## src/rtl/sort_pkg.sv

```systemverilog
// Shared helpers for the odd-even transposition sorter: index width,
// compare-exchange decision and per-stage pairing parity.
package sort_pkg;

    localparam int KEY_MAX_W = 32;

    typedef enum logic {
        PAR_EVEN = 1'b0,
        PAR_ODD  = 1'b1
    } parity_e;

    function automatic int idx_width(input int n);
        return (n > 1) ? $clog2(n) : 1;
    endfunction

    // Even stages pair (0,1),(2,3)...; odd stages pair (1,2),(3,4)...
    function automatic parity_e stage_parity(input int s);
        return (s % 2 == 0) ? PAR_EVEN : PAR_ODD;
    endfunction

    // Strict comparison: equal keys never swap, which keeps the sort stable.
    function automatic logic cmp_swap(input logic [KEY_MAX_W-1:0] a,
                                      input logic [KEY_MAX_W-1:0] b,
                                      input logic                 desc);
        return desc ? (a < b) : (a > b);
    endfunction

endpackage

```

## src/rtl/sort_oe_stage.sv

```systemverilog
// One registered compare-exchange layer of the odd-even network; indices
// travel with their keys so the final layer yields the source permutation.
module sort_oe_stage
    import sort_pkg::*;
#(
    parameter int      N      = 4,
    parameter int      W      = 8,
    parameter parity_e PARITY = PAR_EVEN,
    localparam int     IW     = idx_width(N)
) (
    input  logic            clk,
    input  logic            rst,
    input  logic            en,
    input  logic            prev_valid,
    input  logic            prev_desc,
    input  logic [N*W-1:0]  prev_keys,
    input  logic [N*IW-1:0] prev_idx,
    output logic            valid,
    output logic            desc,
    output logic [N*W-1:0]  keys,
    output logic [N*IW-1:0] idx
);

    logic [N*W-1:0]  nxt_keys;
    logic [N*IW-1:0] nxt_idx;

    always_comb begin
        nxt_keys = prev_keys;
        nxt_idx  = prev_idx;
        for (int i = int'(PARITY); i + 1 < N; i += 2) begin
            if (cmp_swap(KEY_MAX_W'(prev_keys[i*W +: W]),
                         KEY_MAX_W'(prev_keys[(i+1)*W +: W]), prev_desc)) begin
                nxt_keys[i*W +: W]      = prev_keys[(i+1)*W +: W];
                nxt_keys[(i+1)*W +: W]  = prev_keys[i*W +: W];
                nxt_idx[i*IW +: IW]     = prev_idx[(i+1)*IW +: IW];
                nxt_idx[(i+1)*IW +: IW] = prev_idx[i*IW +: IW];
            end
        end
    end

    always_ff @(posedge clk or posedge rst) begin
        if (rst) begin
            valid <= 1'b0;
            desc  <= 1'b0;
            keys  <= '0;
            idx   <= '0;
        end else if (en) begin
            valid <= prev_valid;
            desc  <= prev_desc;
            keys  <= nxt_keys;
            idx   <= nxt_idx;
        end
    end

endmodule

```

## src/rtl/sort_nxw_oddeven_pipe.sv

```systemverilog
// Pipelined N-lane odd-even transposition sorter with valid/ready flow control,
// per-vector sort direction and source-lane permutation output.
module sort_nxw_oddeven_pipe
    import sort_pkg::*;
#(
    parameter int  N  = 4,
    parameter int  W  = 8,
    localparam int IW = idx_width(N)
) (
    input  logic            clk,
    input  logic            rst,
    input  logic            in_valid,
    output logic            in_ready,
    input  logic            in_desc,
    input  logic [N*W-1:0]  data_in,
    output logic            out_valid,
    input  logic            out_ready,
    output logic [N*W-1:0]  data_out,
    output logic [N*IW-1:0] perm_out
);

    logic            en;
    logic            valid_c [N+1];
    logic            desc_c  [N+1];
    logic [N*W-1:0]  keys_c  [N+1];
    logic [N*IW-1:0] idx_c   [N+1];
    logic [N*IW-1:0] ident;

    // Single global advance: a stalled output freezes the whole pipe, bubbles included.
    assign en       = !out_valid || out_ready;
    assign in_ready = en;

    always_comb begin
        ident = '0;
        for (int i = 0; i < N; i++) begin
            ident[i*IW +: IW] = IW'(i);
        end
    end

    assign valid_c[0] = in_valid;
    assign desc_c[0]  = in_desc;
    assign keys_c[0]  = data_in;
    assign idx_c[0]   = ident;

    for (genvar s = 0; s < N; s++) begin : g_stage
        sort_oe_stage #(
            .N      (N),
            .W      (W),
            .PARITY (stage_parity(s))
        ) u_stage (
            .clk        (clk),
            .rst        (rst),
            .en         (en),
            .prev_valid (valid_c[s]),
            .prev_desc  (desc_c[s]),
            .prev_keys  (keys_c[s]),
            .prev_idx   (idx_c[s]),
            .valid      (valid_c[s+1]),
            .desc       (desc_c[s+1]),
            .keys       (keys_c[s+1]),
            .idx        (idx_c[s+1])
        );
    end

    assign out_valid = valid_c[N];
    assign data_out  = keys_c[N];
    assign perm_out  = idx_c[N];

endmodule

```

## config.mk

```make
export PLATFORM = sky130hd
export DESIGN_NAME = sort_nxw_oddeven_pipe
export DESIGN_NICKNAME = d
export VERILOG_FILES = /design/src/rtl/sort_pkg.sv /design/src/rtl/sort_oe_stage.sv /design/src/rtl/sort_nxw_oddeven_pipe.sv
export SDC_FILE = /design/constraint.sdc
export NUM_CORES = 1
export LEC_CHECK = 0
export BUFFER_PORTS_ARGS = -buffer_cell sky130_fd_sc_hd__buf_2
export CAP_MARGIN = 15
export CORE_MARGIN = 8
export CORE_UTILIZATION = 45
export CTS_BUF_LIST = sky130_fd_sc_hd__clkbuf_4 sky130_fd_sc_hd__clkbuf_8
export DETAILED_ROUTE_END_ITERATION = 6
export HOLD_SLACK_MARGIN = 0.15
export PLACE_DENSITY_LB_ADDON = 0.15
export SLEW_MARGIN = 20
export SYNTH_ARGS = -nofsm -noshare
export SYNTH_HDL_FRONTEND = slang
export SYNTH_SLANG_ARGS = --single-unit
```

## constraint.sdc

```tcl
create_clock -name clk -period 7.6 [get_ports clk]
set_input_delay 1.52 -clock clk [delete_from_list [all_inputs] [get_ports clk]]
set_output_delay 1.52 -clock clk [all_outputs]
set_load 0.02 [all_outputs]
```

==> impl_metrics.csv <==
group,metric,value,unit
outcome,status,"finished with violations",
outcome,violations,"DRC",
setup_path,critPathRequiredTime,6.08,ns
synthesis,synth_top_flop_cell,"dfrtp_1",
synthesis,synth_nets,1036,
floorplanning,die_w,153,µm
global_routing,grt_pass1_wl,36.3,mm
drt,drtIter0Drc,680,
placement,dp_hpwl,14.6,mm
run,maxCapViolCount,0,
synthesis,synthMostInstantiatedCell,"dfrtp_1",
power,p_total,0.00443,W
clocking,insertion_delay,0.47,ns
drt,ant_nets,0,
synthesis,synth_top_area_share,48.2,%
synthesis,ys_top_cells_by_count,"dfrtp_1 (163), nand2_1 (161), o21ai_0 (93)",
synthesis,synth_area_leaders,"dfrtp_1 (48%), nand2_1 (7.1%), ha_1 (7.1%)",
synthesis,syn_area,8470,µm²
floorplanning,die_h,153,µm
clocking,cts_setup_buffers,0,
setup_path,crit_path_end_kind,"output port",
drt,wl_met1,11.0,mm
drt,routed-wl-met3,1.03,mm
floorplanning,io-pin-count,79,
synthesis,synthArstFlopShare,100,%
synthesis,synth-xor-area-share,0,%
synthesis,synthAdderAreaFrac,7.09,%
finish,diodes,0,
clocking,cts_max_level,4,
drt,via_per_inst,5.69,
drt,drcViolationCount,4,
global_routing,grt_use_total,19.1,%
clocking,root_buffer,"clkbuf_8",
synthesis,synthesis.instances,951,
placement,place.gp.congestion,0.804,
clocking,numCtsBuffers,17,
clocking,cts_tree,"done",
setup_path,cp.arrival,3.13,ns
finish,drive_gt1_share,14.1,%
clocking,cts.sinks,163,
synthesis,ys_seq_elements,163,
global_routing,grt_pass1_vias,6720,
timing,final.setup.tns,0,ns
finish,area_growth,10.3,%
power,power.density,475,nW/µm²
clocking,postCtsHoldBufs,0,
synthesis,synth.avg_cell_area,8.90,µm²
global_routing,grt_max_degree,101,
timing,min_period,4.65,ns
timing,fmax,0.215,GHz
min_path,hp-class,"flop to flop",
clocking,clock_path_buffers,2,
drt,routed_wirelength,21.8,mm
clocking,clk_pin_slew,0.08,ns
timing,grt_setup_unrepaired,"no",
synthesis,ys_types,41,
setup_path,startpoint_type,"input pin",
synthesis,synth_warnings,0,
drt,num_vias,7027,
clocking,cts_resized,0,
finish,nets,1073,
timing,worstMarginPinSlew,1.01,ns
synthesis,synth_top_family_by_area,"compound AO/OA/AOI/OAI gates",
synthesis,yosys.area_share.simple,13.7,%
floorplanning,initial_core_util,45.6,%
timing,hold_violations,0,
timing,setup_viol,0,
power,vdd_drop_max,0.171,mV
setup_path,path_class,"input pin to output port",
drt,wl_per_cell,17.7,µm
synthesis,yosys.area.top_type,"dfrtp_1",
synthesis,synth.area.mux_share,0.310,%
setup_path,critPathMaxFanout,84,
global_routing,overflow,0,
synthesis,seq_area_frac_synth,48.2,%
timing,finalCritPeriodShare,61.2,%
placement,portBuffers,78,
power,p_leak,4.39,nW
floorplanning,core,18600,µm²
synthesis,synth-edff-count,0,
drt,firstDrtPassIters,7,
floorplanning,rows,50,
timing,finClkSkew,0.00823,ns
timing,drv_slew,0,
drt,wl_met2,9.39,mm
synthesis,synth-compound-area-share,24.4,%
timing,max_slew_margin,32.4,%
global_routing,antenna_found_initial,0,
drt,highest_layer,"met4",
floorplanning,dieArea,23500,µm²
==> layout make-up <==
cell class / instances / area (µm²)
fill: 1829 / 9240
sequential: 163 / 4080
multi-input combinational: 654 / 3860
timing repair buffer: 86 / 450
clock buffer: 22 / 297
tap: 234 / 293
inverter: 66 / 255
clock inverter: 10 / 105
==> per-layer routing <==
metal  track usage, %  vias up
li1                 -     3421
met2             27.8      189
met3             3.61       32
met5                0        -
met4             6.50        0
met1             27.8     3385
==> logic make-up after synthesis <==
logic type,after synthesis
compound gates,324
fa+ha+maj,48
buf+inv,134
flops,163
mux,2
simple gates,280
==> stage by stage <==
| stage | worst slack [ns] | area (µm²) | std cells | hold slack (ns) | util, % |
|---|---|---|---|---|---|
| 3_3_place_gp | 2.95 | 8940 | 1203 | 0.444 | 48.1 |
| 5_1_grt | 2.80 | 9340 | 1235 | 0.493 | 50.3 |
| 2_1_floorplan | 1.68 | 8470 | 951 | 0.430 | - |
| 6_report | 2.95 | 9340 | 1235 | 0.461 | 50.3 |
| 3_5_place_dp | 2.94 | 8940 | 1203 | 0.450 | 48.1 |
| 4_1_cts | 2.94 | 9340 | 1235 | 0.468 | 50.3 |
==> registers in the layout (all words and copies together), names as in the netlist <==
signal / count
g_stage.u_stage.idx: 28
g_stage.u_stage.valid: 4
g_stage.u_stage.desc: 3
g_stage.u_stage.keys: 128
==> report_power, final <==
group          switching (W)  leakage (nW)  internal (W)
Clock               0.000321         0.208      0.000327
Combinational        0.00136          2.23      0.000776
Sequential          0.000363          1.95       0.00129
==> worst max-delay path: stages <==
cell and delay [ns]:
buf_2 0.11, nor2b_4 0.09, buf_4 0.66, inv_4 0.41, buf_2 0.28
==> worst paths after layout <==
kind / slack, ns / startpoint / cells past startpoint / endpoint
max in group asynchronous: 4.95 / rst / 3 / g_stage[2].u_stage.idx[5]
worst max-delay path: 2.95 / out_ready / 5 / in_ready
worst min register to register: 0.46 / g_stage[2].u_stage.valid / 2 / g_stage[2].u_stage.valid
worst min-delay path: 0.46 / g_stage[2].u_stage.valid / 2 / g_stage[2].u_stage.valid
worst max register to register: 4.66 / g_stage[3].u_stage.valid / 6 / g_stage[0].u_stage.keys[16]
min in group asynchronous: 1.26 / rst / 2 / g_stage[3].u_stage.keys[6]
==> cell usage in the layout, fill, tap and decap left out, drive strengths merged, types with 3 or more instances in the layout <==
cell | synthesis | final
a211o | 4 | 4
a211oi | 4 | 4
a21o | 6 | 6
a21oi | 78 | 78
a221o | 16 | 16
a22oi | 16 | 16
a31oi | 77 | 77
and2 | 13 | 13
buf | 18 | 86
clkbuf | 50 | 22
clkinv | 0 | 6
dfrtp | 163 | 163
ha | 48 | 48
inv | 66 | 66
nand2 | 161 | 161
nand4 | 12 | 12
nor2 | 81 | 81
nor2b | 7 | 7
o211ai | 6 | 6
o21ai | 94 | 94
o221ai | 16 | 16
o31ai | 3 | 3
Power figures use the tool's default switching activity.
